`src/rtl/xdma_pkg.sv`:
```
// rtl/xdma_pkg.sv - shared XDMA descriptor types and AXI constants
//
// Purpose: descriptor structs carried through the read data mover FIFOs,
// AXI burst/response encodings, and the AR size helper.
// Ports: none (package).
package xdma_pkg;

  // Descriptors hold the widest supported address; movers narrow it at the port.
  localparam int unsigned XdmaAddrWidth = 64;

  localparam logic [1:0] AxiBurstFixed = 2'b00;
  localparam logic [1:0] AxiBurstIncr  = 2'b01;
  localparam logic [1:0] AxiBurstWrap  = 2'b10;

  localparam logic [1:0] AxiRespOkay   = 2'b00;
  localparam logic [1:0] AxiRespExokay = 2'b01;
  localparam logic [1:0] AxiRespSlverr = 2'b10;
  localparam logic [1:0] AxiRespDecerr = 2'b11;

  typedef struct packed {
    logic [XdmaAddrWidth-1:0] addr;
    logic [7:0]               len;
  } ar_desc_t;

  typedef struct packed {
    logic [7:0] len;
    logic       last;
  } r_desc_t;

  // AXI AxSIZE for a full-width beat: log2 of the bytes per beat.
  function automatic logic [2:0] axi_size(input int unsigned data_width);
    return 3'($clog2(data_width / 8));
  endfunction

endpackage

```
`src/rtl/fifo_v3.sv`:
```
// rtl/fifo_v3.sv - synchronous non-fall-through FIFO
//
// Purpose: DEPTH-entry FIFO; data_o shows the head entry, a push is only
// visible at data_o from the cycle after it was written.
// Ports:
//   clk_i, rst_ni   clock, asynchronous active-low reset
//   full_o, empty_o occupancy flags
//   data_i, push_i  write side (push ignored when full)
//   data_o, pop_i   read side (pop ignored when empty)
module fifo_v3 #(
  parameter int unsigned DEPTH = 4,
  parameter type dtype = logic
) (
  input  logic clk_i,
  input  logic rst_ni,
  output logic full_o,
  output logic empty_o,
  input  dtype data_i,
  input  logic push_i,
  output dtype data_o,
  input  logic pop_i
);

  localparam int unsigned AddrW = (DEPTH > 1) ? $clog2(DEPTH) : 1;
  localparam int unsigned CntW  = $clog2(DEPTH + 1);

  dtype             mem_q [DEPTH];
  dtype             mem_d [DEPTH];
  logic [AddrW-1:0] wr_ptr_q, wr_ptr_d;
  logic [AddrW-1:0] rd_ptr_q, rd_ptr_d;
  logic [CntW-1:0]  cnt_q, cnt_d;
  logic             do_push, do_pop;

  assign full_o  = (cnt_q == CntW'(DEPTH));
  assign empty_o = (cnt_q == '0);
  assign do_push = push_i && !full_o;
  assign do_pop  = pop_i && !empty_o;
  assign data_o  = mem_q[rd_ptr_q];

  always_comb begin
    mem_d    = mem_q;
    wr_ptr_d = wr_ptr_q;
    rd_ptr_d = rd_ptr_q;
    cnt_d    = cnt_q;
    if (do_push) begin
      mem_d[wr_ptr_q] = data_i;
      wr_ptr_d = (wr_ptr_q == AddrW'(DEPTH - 1)) ? '0 : wr_ptr_q + AddrW'(1);
    end
    if (do_pop) begin
      rd_ptr_d = (rd_ptr_q == AddrW'(DEPTH - 1)) ? '0 : rd_ptr_q + AddrW'(1);
    end
    case ({do_push, do_pop})
      2'b10:   cnt_d = cnt_q + CntW'(1);
      2'b01:   cnt_d = cnt_q - CntW'(1);
      default: cnt_d = cnt_q;
    endcase
  end

  always_ff @(posedge clk_i or negedge rst_ni) begin
    if (!rst_ni) begin
      mem_q    <= '{default: '0};
      wr_ptr_q <= '0;
      rd_ptr_q <= '0;
      cnt_q    <= '0;
    end else begin
      mem_q    <= mem_d;
      wr_ptr_q <= wr_ptr_d;
      rd_ptr_q <= rd_ptr_d;
      cnt_q    <= cnt_d;
    end
  end

endmodule

```
`src/rtl/xdma_read_skid_buffer.sv`:
```
// rtl/xdma_read_skid_buffer.sv - 2-entry tagged output buffer for R beats
//
// Purpose: decouples the R channel from the downstream stream so that
// r_ready never depends on the stream's ready; each beat carries a tag.
// Ports:
//   clk_i, rst_ni              clock, asynchronous active-low reset
//   in_data_i, in_tag_i        beat and its transfer-end tag
//   in_valid_i                 write strobe (caller guarantees !full_o)
//   full_o                     both entries occupied
//   out_data_o, out_tag_o      head beat and tag (zero while empty after reset)
//   out_valid_o, out_ready_i   stream handshake
module xdma_read_skid_buffer #(
  parameter int unsigned DataWidth = 512
) (
  input  logic                 clk_i,
  input  logic                 rst_ni,
  input  logic [DataWidth-1:0] in_data_i,
  input  logic                 in_tag_i,
  input  logic                 in_valid_i,
  output logic                 full_o,
  output logic [DataWidth-1:0] out_data_o,
  output logic                 out_tag_o,
  output logic                 out_valid_o,
  input  logic                 out_ready_i
);

  logic [DataWidth-1:0] data_q [2];
  logic [DataWidth-1:0] data_d [2];
  logic [1:0]           tag_q, tag_d;
  logic                 wr_ptr_q, wr_ptr_d;
  logic                 rd_ptr_q, rd_ptr_d;
  logic [1:0]           count_q, count_d;
  logic                 push, pop;

  assign full_o      = (count_q == 2'd2);
  assign out_valid_o = (count_q != 2'd0);
  assign out_data_o  = data_q[rd_ptr_q];
  assign out_tag_o   = tag_q[rd_ptr_q];
  assign push        = in_valid_i && !full_o;
  assign pop         = out_valid_o && out_ready_i;

  always_comb begin
    data_d   = data_q;
    tag_d    = tag_q;
    wr_ptr_d = wr_ptr_q;
    rd_ptr_d = rd_ptr_q;
    count_d  = count_q;
    if (push) begin
      data_d[wr_ptr_q] = in_data_i;
      tag_d[wr_ptr_q]  = in_tag_i;
      wr_ptr_d         = !wr_ptr_q;
    end
    if (pop) begin
      rd_ptr_d = !rd_ptr_q;
    end
    case ({push, pop})
      2'b10:   count_d = count_q + 2'd1;
      2'b01:   count_d = count_q - 2'd1;
      default: count_d = count_q;
    endcase
  end

  always_ff @(posedge clk_i or negedge rst_ni) begin
    if (!rst_ni) begin
      data_q   <= '{default: '0};
      tag_q    <= '0;
      wr_ptr_q <= 1'b0;
      rd_ptr_q <= 1'b0;
      count_q  <= 2'd0;
    end else begin
      data_q   <= data_d;
      tag_q    <= tag_d;
      wr_ptr_q <= wr_ptr_d;
      rd_ptr_q <= rd_ptr_d;
      count_q  <= count_d;
    end
  end

endmodule

```
`src/rtl/xdma_read_data_mover.sv`:
```
// rtl/xdma_read_data_mover.sv - issues AXI read bursts and streams the returned data
//
// Purpose: accepts burst requests, issues them on AR, counts R beats against
// the queued descriptors and forwards data through a 2-entry buffer, pulsing
// trans_complete_o after the final beat of a transfer leaves.
// Ports:
//   clk_i, rst_ni                          clock, asynchronous active-low reset
//   rd_addr_i/len_i/last_i/valid_i/ready_o burst request
//   ar_*                                   AXI read address channel
//   r_*                                    AXI read data channel
//   data_o/data_valid_o/data_ready_i       outgoing data stream
//   trans_complete_o                       one-cycle transfer-done pulse
//   error_o                                sticky bad-response / RLAST error
module xdma_read_data_mover
  import xdma_pkg::*;
#(
  parameter int unsigned DataWidth    = 512,
  parameter int unsigned AddrWidth    = 48,
  parameter int unsigned AxiIdWidth   = 4,
  parameter int unsigned ReqFifoDepth = 4
) (
  input  logic                  clk_i,
  input  logic                  rst_ni,
  input  logic [AddrWidth-1:0]  rd_addr_i,
  input  logic [7:0]            rd_len_i,
  input  logic                  rd_last_i,
  input  logic                  rd_valid_i,
  output logic                  rd_ready_o,
  output logic [AxiIdWidth-1:0] ar_id_o,
  output logic [AddrWidth-1:0]  ar_addr_o,
  output logic [7:0]            ar_len_o,
  output logic [2:0]            ar_size_o,
  output logic [1:0]            ar_burst_o,
  output logic                  ar_valid_o,
  input  logic                  ar_ready_i,
  input  logic [DataWidth-1:0]  r_data_i,
  input  logic [1:0]            r_resp_i,
  input  logic                  r_last_i,
  input  logic                  r_valid_i,
  output logic                  r_ready_o,
  output logic [DataWidth-1:0]  data_o,
  output logic                  data_valid_o,
  input  logic                  data_ready_i,
  output logic                  trans_complete_o,
  output logic                  error_o
);

  localparam logic [2:0] ArSize = axi_size(DataWidth);

  ar_desc_t   ar_push, ar_head;
  r_desc_t    rdesc_push, rdesc_head;
  logic       ar_full, ar_empty, rdesc_full, rdesc_empty;
  logic       req_accept, ar_pop, r_hs, last_beat;
  logic       skid_full, out_tag, out_hs;
  logic [7:0] beat_cnt_q, beat_cnt_d;
  logic       error_q, error_d;
  logic       trans_complete_q, trans_complete_d;
  logic       unused_bits;

  // Request side: both descriptor queues are written together, so a request
  // is only taken when neither is full.
  assign rd_ready_o = !ar_full && !rdesc_full;
  assign req_accept = rd_valid_i && rd_ready_o;
  assign ar_push    = '{addr: XdmaAddrWidth'(rd_addr_i), len: rd_len_i};
  assign rdesc_push = '{len: rd_len_i, last: rd_last_i};

  fifo_v3 #(
    .DEPTH (ReqFifoDepth),
    .dtype (ar_desc_t)
  ) i_ar_fifo (
    .clk_i   (clk_i),
    .rst_ni  (rst_ni),
    .full_o  (ar_full),
    .empty_o (ar_empty),
    .data_i  (ar_push),
    .push_i  (req_accept),
    .data_o  (ar_head),
    .pop_i   (ar_pop)
  );

  fifo_v3 #(
    .DEPTH (ReqFifoDepth),
    .dtype (r_desc_t)
  ) i_rdesc_fifo (
    .clk_i   (clk_i),
    .rst_ni  (rst_ni),
    .full_o  (rdesc_full),
    .empty_o (rdesc_empty),
    .data_i  (rdesc_push),
    .push_i  (req_accept),
    .data_o  (rdesc_head),
    .pop_i   (r_hs && last_beat)
  );

  assign ar_id_o    = '0;
  assign ar_addr_o  = ar_head.addr[AddrWidth-1:0];
  assign ar_len_o   = ar_head.len;
  assign ar_size_o  = ArSize;
  assign ar_burst_o = AxiBurstIncr;
  assign ar_valid_o = !ar_empty;
  assign ar_pop     = ar_valid_o && ar_ready_i;

  // R side: beats are only taken while a descriptor is pending, which bounds
  // outstanding bursts by the descriptor queue depth.
  assign r_ready_o = !rdesc_empty && !skid_full;
  assign r_hs      = r_valid_i && r_ready_o;
  assign last_beat = (beat_cnt_q == rdesc_head.len);

  xdma_read_skid_buffer #(
    .DataWidth (DataWidth)
  ) i_skid (
    .clk_i       (clk_i),
    .rst_ni      (rst_ni),
    .in_data_i   (r_data_i),
    .in_tag_i    (rdesc_head.last && last_beat),
    .in_valid_i  (r_hs),
    .full_o      (skid_full),
    .out_data_o  (data_o),
    .out_tag_o   (out_tag),
    .out_valid_o (data_valid_o),
    .out_ready_i (data_ready_i)
  );

  assign out_hs = data_valid_o && data_ready_i;

  // Beat counting follows the descriptor length; r_last_i is only compared,
  // never used to terminate a burst.
  always_comb begin
    beat_cnt_d       = beat_cnt_q;
    error_d          = error_q;
    trans_complete_d = out_hs && out_tag;
    if (r_hs) begin
      beat_cnt_d = last_beat ? 8'd0 : beat_cnt_q + 8'd1;
      if (r_resp_i[1] || (r_last_i != last_beat)) begin
        error_d = 1'b1;
      end
    end
  end

  always_ff @(posedge clk_i or negedge rst_ni) begin
    if (!rst_ni) begin
      beat_cnt_q       <= 8'd0;
      error_q          <= 1'b0;
      trans_complete_q <= 1'b0;
    end else begin
      beat_cnt_q       <= beat_cnt_d;
      error_q          <= error_d;
      trans_complete_q <= trans_complete_d;
    end
  end

  assign trans_complete_o = trans_complete_q;
  assign error_o          = error_q;

  // EXOKAY/OKAY are treated alike, and descriptor address bits above the
  // port width are always zero.
  assign unused_bits = ^{r_resp_i[0], ar_head.addr};

endmodule

```
`config.mk`:
```
export PLATFORM = sky130hd
export DESIGN_NAME = xdma_read_data_mover
export DESIGN_NICKNAME = d
export VERILOG_FILES = /design/src/rtl/xdma_pkg.sv /design/src/rtl/fifo_v3.sv /design/src/rtl/xdma_read_skid_buffer.sv /design/src/rtl/xdma_read_data_mover.sv
export SDC_FILE = /design/constraint.sdc
export NUM_CORES = 2
export LEC_CHECK = 0
export ABC_AREA = 1
export CAP_MARGIN = 30
export CELL_PAD_IN_SITES_DETAIL_PLACEMENT = 0
export CELL_PAD_IN_SITES_GLOBAL_PLACEMENT = 2
export CORE_AREA = 2 2 452 454
export CTS_BUF_LIST = sky130_fd_sc_hd__clkbuf_16
export DETAILED_ROUTE_END_ITERATION = 7
export DIE_AREA = 0 0 454 456
export PLACE_DENSITY_LB_ADDON = 0.15
export SYNTH_ARGS = -nofsm -noshare
export SYNTH_HDL_FRONTEND = slang
export SYNTH_SLANG_ARGS = --single-unit
```
`constraint.sdc`:
```
create_clock -name clk_i -period 3.75 [get_ports clk_i]
set_clock_uncertainty 0.1 [all_clocks]
set_input_delay 1.125 -clock clk_i [delete_from_list [all_inputs] [get_ports clk_i]]
set_output_delay 1.125 -clock clk_i [all_outputs]
set_load 0.01 [all_outputs]
```
==> out/qor.yml <==
floorplan:
  die_x_um: 454
  die_h_um: 456
  die-area_sq_um: 207000
  ioPinCount: 1161
  rows: 165
  start_util: 0.284
  coreArea_sq_um: 202000
detailed_routing:
  drt_pre_antenna_iters: 8
  drtIter0Drc: 3522
  wirelength_mm: 225
  postRouteAntennaNets: 0
  drc_errors: 1
  num_vias: 49500
  wl_per_cell_um: 20.7
  via_per_inst: 4.55
cts:
  cts_tree: "done"
  root_buffer: "clkbuf_16"
  clock_tree.buffer_depth: 3
  cts_hold_buf: 0
  cts.sink_count: 1314
  ctsHtreeMaxLevel: 4
  clk_latency_ps: 790
  numCtsBuffers: 162
  clk_pin_slew_worst_paths_ps: 50
yosys:
  synth-main-ff-cell: "dfrtp_1"
  ys_ff_latch: 1314
  yosysMostFrequentCell: "nand2_1"
  yosysSeqAreaShare: 0.575
  yosysUniqueCellTypes: 30
  synth_top_area_share: 0.575
  yosys_warnings: 0
  synth_edf_count: 0
  ys_top_cells_by_count: "2918 x nand2_1, 1314 x dfrtp_1, 1250 x o21ai_0"
  synth_area_sq_um: 57200
  syn-mean-instance-area_sq_um: 8.21
  yosys.area.top_type: "dfrtp_1"
  postSynthCellCount: 6973
  ys_async_sr_fraction: 1.00
  synth.area.top_cells: "dfrtp_1 57%, nand2_1 19%, o21ai_0 11%"
timing:
  fin_crit_ps: 3960
  fin_ws_ps: -209
  fin_tns_setup_ps: -4730
  drv_slew: 0
  whs_ps: 126
  maxSlewHeadroom: 0.426
  worstMarginPinSlew_ps: 861
  rsz0062_at_grt: "yes"
  fin_crit_sh: 1.06
  max_freq_mhz: 253
  finalHoldViolations: 0
  setup_viol: 43
finish:
  nets: 8630
  syn_to_final_growth_pct: 34.6
  layout-drive-gt1-share: 0.0692
  final_core_util: 0.382
grt:
  busiest_layer: "met2"
  use_met2: 0.353
  met3_usage: 0.0536
  first_global_vias: 47800
  grt_pass1_wl_mm: 329
  grt_max_degree: 101
  grt_antenna_before_repair: 101
  met1_usage: 0.257
  grt.overflow.total: 0
  grt_util_all_layers: 0.212
critical_path:
  path_common_cell: "buf_16"
  path_class: "reg2out"
  cp_slowest_cell: "clkdlybuf4s50_1"
  path_cells: "buf_12 > buf_16 > buf_16 > o21ai_0 > clkdlybuf4s50_1"
  end_kind: "primary output"
  setup.worst_path.start_class: "flip-flop"
  slowest_delay_ps: 610
  critPathRequiredTime_ps: 2520
  cp_num_buf_inv: 4
  crit_family: "buffers and inverters"
  arrival_ps: 2730
  worst-path-max-fanout: 45
pwr:
  vdd_drop_max_mv: 0.396
  p_leak_nw: 38.1
  cellPowerDensity_nw_per_um2: 932
flow_run:
  maxCapViolations: 0
run_status:
  violations: "DRC, setup timing"
  status: "finished, violations left"
placement:
  port_buffers: 1150
  hpwl_mm: 153
  gp_congestion: 0.831
hold_path:
  min_path_type: "in2async"
==> per-stage QoR <==
stage               std cells  instance area, sq um  setup slack [ps]  total power, W
floorplan                6980                 57200               961          0.0406
global placement        10500                 71800               410          0.0586
detailed placement      10500                 71800               424          0.0589
CTS                     10800                 76900              -359          0.0730
global route            10900                 77000              -335          0.0774
finish                  10900                 77000              -209          0.0718
==> timing repair <==
item,4_1_cts,5_1_grt
buffers inserted,5,2
pin swaps,1,1
setup endpoints to repair,560,242
resized for setup,829,282
cloned,12,5
==> kinds of logic (layout without fill, tap and decap cells) <==
logic type / after synthesis / count (layout) / share of synthesized area
compound gates: 1482 / 1482 / 0.131
fa+ha+maj: 16 / 16 / 0.00376
buf+inv: 1060 / 2244 / 0.0848
simple gates: 3091 / 3091 / 0.204
flops: 1314 / 1314 / 0.575
other cells: 2 / 42 / 0.000131
xor+xnor: 8 / 8 / 0.00122
==> area by class of cell <==
cell class,count,area (sq um)
Sequential cell,1314,32900
Clock buffer,166,4150
Tap cell,2672,3340
Timing Repair Buffer,1335,13800
Multi-Input combinational cell,4606,19700
Clock inverter,126,772
Inverter,617,2350
Fill cell,20800,125000
Antenna cell,33,82.6
==> path summary, 6_finish.rpt <==
kind                                                from               endpoint  slack (ps)  cells past startpoint
worst max-delay path                     i_skid.rd_ptr_q            data_o[181]        -210                      5
worst min-delay path                              rst_ni     i_skid.data_q[847]         130                      1
worst max register to register  i_rdesc_fifo.rd_ptr_q[1]  i_rdesc_fifo.cnt_q[2]         880                     15
worst min register to register        i_ar_fifo.cnt_q[0]     i_ar_fifo.cnt_q[0]         370                      1
max in group asynchronous                         rst_ni     i_skid.data_q[404]        2130                      3
min in group clk_i                    i_ar_fifo.cnt_q[0]     i_ar_fifo.cnt_q[0]         370                      1
==> placed cells by master (no fill, tap or decap), types with 4 or more instances in the layout <==
cell type	n
buf_12	66
buf_16	17
buf_2	9
buf_4	85
buf_6	5
buf_8	4
bufbuf_16	9
bufinv_16	6
clkbuf_16	171
clkbuf_2	67
clkdlybuf4s15_1	47
clkdlybuf4s15_2	38
clkdlybuf4s50_1	621
clkinv_1	39
clkinv_2	29
clkinv_8	5
conb_1	9
dfrtp_1	1311
diode_2	33
dlygate4sd1_1	5
dlygate4sd2_1	323
dlymetal6s2s_1	34
ha_1	14
inv_1	650
inv_2	5
inv_6	5
nand2_1	2916
nand2_4	4
nand3_1	37
nor2_1	126
o21ai_0	1146
o21ai_1	249
o21ai_2	23
o22ai_1	54
xor2_1	5
==> sequential cells by signal, indices dropped and copies added, names as in the netlist <==
register	flops
beat_cnt_q	8
error_o	1
i_ar_fifo.cnt_q	3
i_ar_fifo.mem_q	224
i_ar_fifo.rd_ptr_q	2
i_ar_fifo.wr_ptr_q	2
i_rdesc_fifo.cnt_q	3
i_rdesc_fifo.mem_q	36
i_rdesc_fifo.rd_ptr_q	2
i_rdesc_fifo.wr_ptr_q	2
i_skid.count_q	2
i_skid.data_q	1024
i_skid.rd_ptr_q	1
i_skid.tag_q	2
i_skid.wr_ptr_q	1
trans_complete_o	1
==> per-layer routing <==
layer	vias up	routed length, um
met5	-	388
met4	58	9240
met3	447	13800
met2	1361	110000
met1	23700	91300
li1	24000	-
==> report_power, final <==
part	switching [W]	total (W)	internal (W)
Combinational	0.0207	0.0334	0.0127
Sequential	0.00270	0.0236	0.0209
Clock	0.00647	0.0149	0.00839
Total	0.0299	0.0718	0.0420
Note: power is estimated with default switching activity, not from simulation.
